File: config.mk
export PLATFORM = sky130hd
export DESIGN_NAME = viterbi_decoder
export DESIGN_NICKNAME = d
export VERILOG_FILES = /design/src/rtl/viterbi_pkg.sv /design/src/rtl/viterbi_decoder_acs.sv /design/src/rtl/viterbi_decoder.sv
export SDC_FILE = /design/constraint.sdc
export NUM_CORES = 1
export LEC_CHECK = 0
export BUFFER_PORTS_ARGS = -buffer_cell sky130_fd_sc_hd__buf_2
export CAP_MARGIN = 30
export CORE_MARGIN = 5
export CORE_UTILIZATION = 55
export CTS_CLUSTER_DIAMETER = 40
export CTS_CLUSTER_SIZE = 10
export DETAILED_ROUTE_END_ITERATION = 6
export PLACE_DENSITY = 0.82
export SYNTH_ARGS = -nofsm -noshare
export SYNTH_HDL_FRONTEND = slang
export SYNTH_SLANG_ARGS = --single-unit
File: constraint.sdc
create_clock -name clk -period 12.31 [get_ports clk]
set_input_delay 2.462 -clock clk [delete_from_list [all_inputs] [get_ports clk]]
set_output_delay 2.462 -clock clk [all_outputs]
set_load 0.01 [all_outputs]
File: src/rtl/viterbi_pkg.sv
// Shared types and helpers for the rate-1/2, K=3 hard-decision Viterbi decoder.
package viterbi_pkg;

    localparam int unsigned NUM_STATES = 4;

    typedef logic [1:0] state_t;
    typedef logic [1:0] sym_t;

    typedef enum logic [1:0] {
        IDLE,
        ACS,
        TRACE,
        OUT
    } fsm_t;

    // Encoder output for transition {p,x} -> {x,b}: [1]=p^x (G1), [0]=p^b (G0)
    function automatic sym_t expected_sym(input logic p, input logic x, input logic b);
        return {p ^ x, p ^ b};
    endfunction

    function automatic logic [1:0] hamming(input sym_t a, input sym_t b);
        sym_t d;
        d = a ^ b;
        return {1'b0, d[1]} + {1'b0, d[0]};
    endfunction

endpackage

File: src/rtl/viterbi_decoder_acs.sv
// Combinational add-compare-select for all four trellis states, saturating at all-ones.
module viterbi_acs
    import viterbi_pkg::*;
#(
    parameter int unsigned PM_W = 9
) (
    input  logic [NUM_STATES-1:0][PM_W-1:0] i_pm,
    input  sym_t                            i_sym,
    output logic [NUM_STATES-1:0][PM_W-1:0] o_pm,
    output logic [NUM_STATES-1:0]           o_dec
);

    localparam logic [PM_W-1:0] PM_INF = '1;

    function automatic logic [PM_W-1:0] sat_add(input logic [PM_W-1:0] pm, input logic [1:0] bm);
        logic [PM_W:0] sum;
        sum = {1'b0, pm} + (PM_W+1)'(bm);
        return (sum >= {1'b0, PM_INF}) ? PM_INF : sum[PM_W-1:0];
    endfunction

    state_t          w_ns;
    logic [PM_W-1:0] w_cand0;
    logic [PM_W-1:0] w_cand1;

    // Predecessors of {x,b} are {0,x} and {1,x}; a tie keeps p=0
    always_comb begin
        o_pm    = '0;
        o_dec   = '0;
        w_ns    = '0;
        w_cand0 = '0;
        w_cand1 = '0;
        for (int i = 0; i < NUM_STATES; i++) begin
            w_ns     = 2'(i);
            w_cand0  = sat_add(i_pm[{1'b0, w_ns[1]}],
                               hamming(i_sym, expected_sym(1'b0, w_ns[1], w_ns[0])));
            w_cand1  = sat_add(i_pm[{1'b1, w_ns[1]}],
                               hamming(i_sym, expected_sym(1'b1, w_ns[1], w_ns[0])));
            o_dec[i] = (w_cand1 < w_cand0);
            o_pm[i]  = o_dec[i] ? w_cand1 : w_cand0;
        end
    end

endmodule

File: src/rtl/viterbi_decoder.sv
// Frame-based hard-decision Viterbi decoder: ACS per symbol, traceback, in-order bit output.
// Optional VITDEC_METRIC_OUT_EN adds frame_metric (winning path metric of the last frame).
module viterbi_decoder
    import viterbi_pkg::*;
#(
    parameter  int unsigned FRAME_LEN = 64,
    localparam int unsigned PM_W      = $clog2(2*FRAME_LEN+1)+1
) (
    input  logic       clk,
    input  logic       rst,
    input  logic       in_valid,
    output logic       in_ready,
    input  logic [1:0] in_sym,
    input  logic       in_last,
    output logic       out_valid,
    input  logic       out_ready,
    output logic       out_bit,
    output logic       out_last
`ifdef VITDEC_METRIC_OUT_EN
    ,
    output logic [PM_W-1:0] frame_metric
`endif
);

    localparam int unsigned CNT_W = $clog2(FRAME_LEN+1);
    localparam int unsigned ADR_W = $clog2(FRAME_LEN);
    localparam logic [PM_W-1:0] PM_INF = '1;
    localparam logic [NUM_STATES-1:0][PM_W-1:0] PM_INIT = {PM_INF, PM_INF, PM_INF, {PM_W{1'b0}}};

    fsm_t r_state;
    fsm_t w_state_nxt;

    logic [NUM_STATES-1:0][PM_W-1:0] r_pm;
    logic [NUM_STATES-1:0][PM_W-1:0] w_pm_new;
    logic [NUM_STATES-1:0]           w_dec;
    state_t                          w_best;

    logic [NUM_STATES-1:0] r_dec_mem [FRAME_LEN];
    logic                  r_bit_mem [FRAME_LEN];

    logic [CNT_W-1:0] r_count;
    logic [ADR_W-1:0] r_len_m1;
    logic [ADR_W-1:0] r_tb_addr;
    logic [ADR_W-1:0] r_out_idx;
    logic [ADR_W-1:0] w_out_idx_nxt;
    state_t           r_tb_state;

    logic r_in_ready;
    logic r_out_valid;
    logic r_out_bit;
    logic r_out_last;

    logic w_accept;
    logic w_frame_end;
    logic w_out_hs;

    assign in_ready  = r_in_ready;
    assign out_valid = r_out_valid;
    assign out_bit   = r_out_bit;
    assign out_last  = r_out_last;

    assign w_accept      = in_valid && r_in_ready;
    assign w_frame_end   = w_accept && (in_last || (r_count == CNT_W'(FRAME_LEN - 1)));
    assign w_out_hs      = r_out_valid && out_ready;
    assign w_out_idx_nxt = r_out_idx + ADR_W'(1);

    viterbi_acs #(
        .PM_W (PM_W)
    ) u_acs (
        .i_pm  (r_pm),
        .i_sym (in_sym),
        .o_pm  (w_pm_new),
        .o_dec (w_dec)
    );

    // Traceback start: lowest-index state holding the minimum updated metric
    always_comb begin
        w_best = '0;
        for (int i = 1; i < NUM_STATES; i++) begin
            if (w_pm_new[2'(i)] < w_pm_new[w_best]) begin
                w_best = 2'(i);
            end
        end
    end

    always_ff @(posedge clk or posedge rst) begin
        if (rst) begin
            r_state <= IDLE;
        end else begin
            r_state <= w_state_nxt;
        end
    end

    always_comb begin
        w_state_nxt = r_state;
        case (r_state)
            IDLE, ACS: begin
                if (w_frame_end) begin
                    w_state_nxt = TRACE;
                end else if (w_accept) begin
                    w_state_nxt = ACS;
                end
            end
            TRACE: begin
                if (r_tb_addr == '0) begin
                    w_state_nxt = OUT;
                end
            end
            OUT: begin
                if (w_out_hs && r_out_last) begin
                    w_state_nxt = IDLE;
                end
            end
            default: w_state_nxt = IDLE;
        endcase
    end

    // Decision and decoded-bit storage; traceback writes bits back-to-front
    always_ff @(posedge clk) begin
        if (w_accept) begin
            r_dec_mem[ADR_W'(r_count)] <= w_dec;
        end
        if (r_state == TRACE) begin
            r_bit_mem[r_tb_addr] <= r_tb_state[0];
        end
    end

    always_ff @(posedge clk or posedge rst) begin
        if (rst) begin
            r_pm        <= PM_INIT;
            r_count     <= '0;
            r_len_m1    <= '0;
            r_tb_addr   <= '0;
            r_tb_state  <= '0;
            r_out_idx   <= '0;
            r_in_ready  <= 1'b0;
            r_out_valid <= 1'b0;
            r_out_bit   <= 1'b0;
            r_out_last  <= 1'b0;
        end else begin
            r_in_ready <= (w_state_nxt == IDLE) || (w_state_nxt == ACS);
            case (r_state)
                IDLE, ACS: begin
                    if (w_accept) begin
                        r_pm    <= w_pm_new;
                        r_count <= r_count + CNT_W'(1);
                        if (w_frame_end) begin
                            r_len_m1   <= ADR_W'(r_count);
                            r_tb_addr  <= ADR_W'(r_count);
                            r_tb_state <= w_best;
                        end
                    end
                end
                TRACE: begin
                    r_tb_state <= {r_dec_mem[r_tb_addr][r_tb_state], r_tb_state[1]};
                    r_tb_addr  <= r_tb_addr - ADR_W'(1);
                    r_out_idx  <= '0;
                end
                OUT: begin
                    if (!r_out_valid) begin
                        r_out_valid <= 1'b1;
                        r_out_bit   <= r_bit_mem[r_out_idx];
                        r_out_last  <= (r_out_idx == r_len_m1);
                    end else if (w_out_hs) begin
                        if (r_out_last) begin
                            r_out_valid <= 1'b0;
                            r_out_bit   <= 1'b0;
                            r_out_last  <= 1'b0;
                            r_pm        <= PM_INIT;
                            r_count     <= '0;
                        end else begin
                            r_out_idx  <= w_out_idx_nxt;
                            r_out_bit  <= r_bit_mem[w_out_idx_nxt];
                            r_out_last <= (w_out_idx_nxt == r_len_m1);
                        end
                    end
                end
                default: ;
            endcase
        end
    end

`ifdef VITDEC_METRIC_OUT_EN
    always_ff @(posedge clk or posedge rst) begin
        if (rst) begin
            frame_metric <= '0;
        end else if (w_frame_end) begin
            frame_metric <= w_pm_new[w_best];
        end
    end
`endif

endmodule

==> impl_metrics.py, run 1 <==
metrics = {
    "hold_path": {
        "min_path_cells": 1,
        "hold_end": "out_bit$_DFFE_PP0P_",
        "hold_path.class": "reg -> reg",
        "hp-start": "out_bit$_DFFE_PP0P_",
    },
    "die": {
        "die_area_mm2": 0.0398,
        "start_util_pct": 55.6,
        "fp.dieH_um": 200,
        "die_x_um": 200,
        "io_pins": 11,
        "core_mm2": 0.0356,
        "rows": 69,
    },
    "global_routing": {
        "antenna_found_initial": 0,
        "grt_max_degree": 70,
        "grt_pass1_vias": 13700,
        "grt_pass1_wl_mm": 79.3,
        "grt.total_usage_pct": 25.6,
        "grt-ovfl-total": 0,
    },
    "synth": {
        "async_reset_ff_share_pct": 17.7,
        "synthMuxAreaShare_pct": 7.12,
        "ys_ff_latch": 389,
        "synth_edf_count": 320,
        "synth_common_cells": "edfxtp_1 (320), nor2_1 (208), nand2_1 (131)",
        "syn_inst": 1632,
        "synth_top_family_by_area": "compound AO/OA/AOI/OAI gates",
        "ys_warn_count": 0,
        "synth.avg_cell_area_um2": 12.1,
        "syn_nets": 1707,
        "synth_simple_gate_area_share_pct": 12.6,
        "synthAdderAreaFrac_pct": 4.35,
        "synth_top_area_share_pct": 48.6,
        "synth_xor_xnor_area_share_pct": 2.78,
        "ys_types": 87,
        "syn-cell-area_mm2": 0.0198,
        "yosysSeqAreaShare_pct": 57.5,
        "synth_area_leader_cell": "edfxtp_1",
        "post-synth-top-count-cell": "edfxtp_1",
        "synth_area_leaders": "edfxtp_1 (49%), dfrtp_1 (5.3%), ha_1 (4.3%), nor2_1 (3.9%), dfstp_2 (3.6%)",
        "synth_compound_area_share_pct": 12.6,
        "synth_ff_type": "edfxtp_1",
    },
    "final_layout": {
        "nNetsFinal": 1694,
        "seq_area_mm2": 0.0114,
        "num-fill-cells": 2647,
        "multi_input_area_mm2": 0.00782,
        "fin_area_mm2": 0.0218,
        "antenna_cells": 0,
        "drive_gt1_share_pct": 13.0,
        "area_growth_pct": 10.3,
    },
    "pwr": {
        "power_density_mw_per_mm2": 282,
        "peakVddDrop_uv": 211,
        "p_leak_nw": 7.57,
    },
    "sta": {
        "worstMarginPinSlew_ns": 0.998,
        "max_freq_mhz": 134,
        "setup_viol": 0,
        "hold_ws_ns": 0.502,
        "fin_crit_sh_pct": 60.6,
        "maxSlewViolCount": 0,
        "slew_headroom_pct": 33.2,
        "grt_setup_unrepaired": "false",
        "clock_skew_ns": 0.0369,
        "worst_slack_ns": 4.85,
        "finalHoldViolations": 0,
        "fin_setup_tns_ns": 0,
        "post-route-min-period_ns": 7.46,
    },
    "clock_network": {
        "hold_buffers": 0,
        "path_clk_slew_ns": 0.05,
        "cts_setup_buffers": 0,
        "cts_resized": 0,
        "numCtsBuffers": 53,
        "cts.sinks": 389,
        "clockBufferDepth": 3,
        "cts_root_buf": "clkbuf_16",
        "cts_tree": "yes",
        "htreeDepth": 2,
        "clk_latency_ns": 0.58,
    },
    "setup_path": {
        "cp.required_ns": 12.79,
        "cp_max_fo": 9,
        "worstRegToRegCells": 20,
        "ff2ff_setup_slack_ns": 6.91,
        "start_kind": "primary input",
        "worstReg2RegStart": "r_pm[19]$_DFFE_PP1P_",
        "crit_arrival_ns": 7.93,
        "setup.worst_path.class": "in -> reg",
        "end_kind": "flip-flop",
        "reg2reg_to": "r_tb_state[0]$_DFFE_PP0P_",
    },
    "placement": {
        "dp_hpwl_mm": 33.3,
        "port_buffers": 10,
        "postPlaceCellArea_mm2": 0.0202,
        "pre_cts_slack_ns": 4.35,
        "place.gp.congestion": 0.927,
    },
    "drt": {
        "met1_length_mm": 20.3,
        "wl_met3_mm": 5.73,
        "wirelength_mm": 51.2,
        "top_layer": "met4",
        "wl_per_cell_um": 24.3,
        "remaining_drc_errors": 0,
        "vias": 14200,
        "wl_met2_mm": 23.5,
        "viasPerCell": 6.72,
        "first_pass_iters": 5,
        "ant_nets": 0,
        "drt_iter0_drc": 1824,
    },
    "run_status": {
        "status": "completed",
    },
    "run": {
        "maxCapViolCount": 0,
    },
}
==> layer usage <==
metal / GRT usage (%) / vias to the layer above
li1: - / 6208
met1: 35.6 / 6869
met2: 40.3 / 948
met3: 5.88 / 157
met4: 8.20 / 0
met5: 0 / -
==> critical path, cell delays in order <==
cell and delay, ns:
buf_2 0.14, inv_1 0.10, ha_1 0.39, inv_1 0.13, ha_1 0.23, ha_1 0.19
a21oi_2 0.24, xnor2_1 0.19, nand3_1 0.10, a2111oi_0 0.68, or3b_2 0.29, ha_1 0.16
nand4_1 0.18, or2_2 0.37, o21ai_4 0.39, mux2i_1 0.31, ha_1 0.29, a21o_1 0.16
a21oi_1 0.14, nor2b_1 0.06, o211ai_1 0.15, a31oi_1 0.09, or3_1 0.30, o21ai_0 0.16
==> sequential cells by signal, summed over array words and instances (netlist names), 2 cells and up <==
name and flops:
r_bit_mem 64, r_count 7, r_dec_mem 256, r_len_m1 6, r_out_idx 6, r_pm 36, r_state 2, r_tb_addr 6
r_tb_state 2
==> cell type report <==
class / instances / share of cell area (%)
Clock buffer: 67 / 6.61
Sequential cell: 389 / 52.1
Clock inverter: 17 / 0.998
Tap cell: 461 / 2.64
Multi-Input combinational cell: 1104 / 35.9
Timing Repair Buffer: 33 / 1.11
Inverter: 38 / 0.654
==> cells in the final DEF (no fill, tap or decap), types with 8 or more instances in the layout <==
cell       netlist  routed
a22oi_1         62      62
nand2b_1         9       9
nand4_1         25      25
buf_2           28      10
o22ai_1         15      15
a21oi_1         52      52
dfstp_2         27      27
buf_4            4      20
or3_1           16      16
and3_1          11      11
nand2_1        131     131
dfrtp_1         42      41
mux2_2          13      13
a221oi_1        26      26
edfxtp_1       320     320
o211ai_1        11      11
a41oi_1         14      14
o21ai_0         46      46
nor2b_1         20      20
a31oi_1         26      26
xor2_1          25      25
a21o_1          13      13
ha_1            68      68
nor2_1         208     207
mux4_2          29      29
clkbuf_16        0      55
inv_1           37      34
or2_2            8       8
a22o_1          14      14
nor3_1          19      18
clkbuf_1        56      10
nand3_1         45      45
mux2i_1         42      42
xnor2_1         34      34
==> stage by stage <==
step           cells  utilization (%)  power, W
6_report        2109             61.3   0.00616
5_1_grt         2109             61.3   0.00647
4_1_cts         2109             61.3   0.00612
3_5_place_dp    2025             56.7   0.00467
3_3_place_gp    2022             56.5   0.00459
2_1_floorplan   1632                -   0.00392
==> worst max-delay path by stage <==
stage | slack [ns] | depth (start not counted) | from | end
after floorplan | 5.15 | 25 | in_sym[0] | r_tb_state[0]$_DFFE_PP0P_
after global placement | 4.53 | 25 | in_sym[0] | r_tb_state[0]$_DFFE_PP0P_
after detailed placement | 4.35 | 24 | in_sym[0] | r_tb_state[0]$_DFFE_PP0P_
after CTS | 4.92 | 24 | in_sym[0] | r_tb_state[0]$_DFFE_PP0P_
after global routing | 4.42 | 24 | in_sym[0] | r_tb_state[0]$_DFFE_PP0P_
final | 4.85 | 24 | in_sym[0] | r_tb_state[0]$_DFFE_PP0P_
==> power breakdown <==
group | switching, W | internal [W]
registers | 0.000210 | 0.00193
logic | 0.00166 | 0.000913
clock network | 0.000557 | 0.000888
total | 0.00242 | 0.00374
==> logic make-up (layout without fill, tap and decap cells) <==
family | after synthesis | count (layout)
AOI/OAI and AO/OA | 347 | 347
xor gates and xnor gates | 61 | 61
adders and majority gates | 69 | 69
buffers and inverters | 139 | 155
DFF | 389 | 389
muxes | 93 | 93
and+or+nand+nor | 534 | 534
No activity file was read; power rests on OpenSTA's default activity.
==> run 2: changes to the inputs <==
--- a/config.mk
+++ b/config.mk
@@ -5,6 +5,7 @@
 export SDC_FILE = /design/constraint.sdc
 export NUM_CORES = 1
 export LEC_CHECK = 0
+export ABC_AREA = 1
 export BUFFER_PORTS_ARGS = -buffer_cell sky130_fd_sc_hd__buf_2
 export CAP_MARGIN = 30
 export CORE_MARGIN = 5
@@ -12,7 +13,7 @@
 export CTS_CLUSTER_DIAMETER = 40
 export CTS_CLUSTER_SIZE = 10
 export DETAILED_ROUTE_END_ITERATION = 6
-export PLACE_DENSITY = 0.82
+export PLACE_DENSITY = 0.84
 export SYNTH_ARGS = -nofsm -noshare
 export SYNTH_HDL_FRONTEND = slang
 export SYNTH_SLANG_ARGS = --single-unit
==> constraint.sdc (replaced) <==
create_clock -name clk -period 6.2 [get_ports clk]
set_input_delay 1.24 -clock clk [delete_from_list [all_inputs] [get_ports clk]]
set_output_delay 1.24 -clock clk [all_outputs]
set_load 0.01 [all_outputs]
==> impl_metrics.py, run 2 <==
metrics = {
    "final_layout": {
        "largest_register_ffs": 256,
        "reg_top3": "r_dec_mem (256), r_bit_mem (64), r_pm (36)",
        "antenna_cells": 0,
        "drive_gt1_share_pct": 11.1,
        "nNetsFinal": 2304,
        "final_cell_mix": "nand2_1 (504), edfxtp_1 (320), nor2_1 (289)",
        "layout_commonest_cell": "nand2_1",
        "area_growth_pct": 11.2,
        "top_register": "r_dec_mem",
        "fin_area_mm2": 0.0229,
    },
    "drt": {
        "drt_iter0_drc": 1921,
        "vias": 16500,
        "wirelength_mm": 53.3,
        "viasPerCell": 6.03,
        "wl_per_cell_um": 19.5,
        "remaining_drc_errors": 0,
        "first_pass_iters": 6,
        "ant_nets": 0,
    },
    "synth": {
        "synth.avg_cell_area_um2": 9.33,
        "synth_edf_count": 320,
        "post-synth-top-count-cell": "nand2_1",
        "synth_area_leaders": "edfxtp_1 (47%), nand2_1 (9.2%), nor2_1 (5.3%), dfrtp_1 (5.1%), ha_1 (4.1%)",
        "ys_types": 60,
        "ys_warn_count": 0,
        "syn_nets": 2281,
        "synth_top_area_share_pct": 46.7,
        "ys_ff_latch": 389,
        "syn-cell-area_mm2": 0.0206,
        "synth_area_leader_cell": "edfxtp_1",
        "synth_ff_type": "edfxtp_1",
        "synth_common_cells": "nand2_1 (505), edfxtp_1 (320), nor2_1 (292)",
        "yosysSeqAreaShare_pct": 55.3,
        "syn_inst": 2206,
        "async_reset_ff_share_pct": 17.7,
    },
    "die": {
        "io_pins": 11,
        "fp.dieH_um": 203,
        "die_x_um": 203,
        "die_area_mm2": 0.0414,
        "rows": 70,
        "core_mm2": 0.0368,
        "start_util_pct": 55.9,
    },
    "sta": {
        "setup_viol": 0,
        "maxSlewViolCount": 0,
        "finalHoldViolations": 0,
        "slew_headroom_pct": 34.2,
        "fin_crit_sh_pct": 91.8,
        "clock_skew_ns": 0.0581,
        "max_freq_mhz": 176,
        "post-route-min-period_ns": 5.69,
        "worstMarginPinSlew_ns": 0.979,
        "grt_setup_unrepaired": "false",
    },
    "placement": {
        "port_buffers": 10,
        "place.gp.congestion": 0.915,
        "dp_hpwl_mm": 35.5,
        "postPlaceCellArea_mm2": 0.0211,
    },
    "run_status": {
        "status": "completed",
    },
    "pwr": {
        "peakVddDrop_uv": 557,
        "p_leak_nw": 9.23,
        "p_total_w": 0.0140,
        "power_density_mw_per_mm2": 614,
    },
    "setup_path": {
        "start_kind": "primary input",
        "cp_max_fo": 11,
        "crit_path_frequent_cell": "nand2_1",
        "end_kind": "flip-flop",
        "crit_arrival_ns": 6.24,
        "cp.required_ns": 6.75,
        "setup.worst_path.class": "in -> reg",
        "slowest_delay_ns": 0.41,
        "cpMaxStageDelayCell": "ha_1",
    },
    "global_routing": {
        "grt_max_degree": 70,
        "antenna_found_initial": 0,
        "grt-ovfl-total": 0,
        "grt_pass1_vias": 16000,
        "grt.total_usage_pct": 25.5,
        "grt_pass1_wl_mm": 84.7,
    },
    "clock_network": {
        "cts_setup_buffers": 0,
        "hold_buffers": 0,
        "cts_root_buf": "clkbuf_16",
        "cts.sinks": 389,
        "clk_latency_ns": 0.61,
        "path_clk_slew_ns": 0.05,
        "cts_tree": "yes",
        "cts_resized": 0,
        "htreeDepth": 2,
        "numCtsBuffers": 56,
        "clockBufferDepth": 3,
    },
    "hold_path": {
        "hold_path.class": "reg -> reg",
    },
    "run": {
        "maxCapViolCount": 0,
    },
}
-- run 2: worst paths after layout --
kind,startpoint,end,slack (ns),cells past startpoint
worst max-delay path,in_sym[0],r_tb_state[0]$_DFFE_PP0P_,0.51,33
worst min-delay path,r_len_m1[0]$_DFFE_PP0P_,r_len_m1[0]$_DFFE_PP0P_,0.52,2
worst max register to register,r_pm[19]$_DFFE_PP1P_,r_tb_state[0]$_DFFE_PP0P_,1.37,32
worst min register to register,r_len_m1[0]$_DFFE_PP0P_,r_len_m1[0]$_DFFE_PP0P_,0.52,2
max in group asynchronous,rst,r_pm[1]$_DFFE_PP0P_,4.71,3
min in group asynchronous,rst,r_out_idx[2]$_DFFE_PP0P_,0.89,3
-- run 2: metrics by stage --
| step | utilization [%] | TNS [ns] | instances | hold slack, ns | setup slack [ns] |
|---|---|---|---|---|---|
| CTS | 62.1 | 0 | 2728 | 0.517 | 0.551 |
| finish | 62.2 | 0 | 2729 | 0.517 | 0.507 |
| global placement | 57.4 | 0 | 2636 | 0.482 | 0.0534 |
| floorplan | - | 0 | 2206 | 0.461 | 0.0655 |
| global route | 62.2 | 0 | 2729 | 0.550 | 0.0645 |
| detailed placement | 57.4 | -0.0763 | 2638 | 0.505 | -0.0763 |
-- run 2: critical path: cells and delay by family --
kind	cells	cell delay (ns)
buffers and inverters	6	0.58
AOI/OAI and AO/OA	8	1.56
and+or+nand+nor	14	1.39
adders and majority gates	5	1.46
-- run 2: cells by family (layout without fill, tap and decap cells) --
group / after synthesis / count (layout) / share of synthesized area [%]
AND/OR/NAND/NOR: 1114 / 1114 / 23.7
flip-flops: 389 / 389 / 55.3
AO/OA/AOI/OAI: 299 / 299 / 9.45
buffers and inverters: 296 / 351 / 5.71
adder cells (fa/ha/maj): 68 / 68 / 4.13
XOR/XNOR: 39 / 39 / 1.70
multiplexers: 1 / 1 / 0.0486
-- run 2: final cells by class --
cell class	instances	area [µm²]
Clock buffer	66	1450
Clock inverter	24	277
Fill cell	2815	13900
Inverter	226	848
Multi-Input combinational cell	1521	8050
Sequential cell	389	11400
Tap cell	468	586
Timing Repair Buffer	35	300
-- run 2: per-layer routing --
metal	part of all wire, %	vias to the layer above	track usage, %
met5	0	-	0
met4	3.3	0	9.20
met3	10	147	6.04
met2	46	906	40.8
met1	40	7781	34.5
li1	-	7628	-
-- run 2: where the power goes --
group | switching (W) | leakage [nW] | total [W] | internal [W]
logic | 0.00468 | 4.70 | 0.00667 | 0.00199
registers | 0.000304 | 3.69 | 0.00444 | 0.00414
clock network | 0.00115 | 0.839 | 0.00294 | 0.00179
total | 0.00613 | 9.23 | 0.0140 | 0.00792
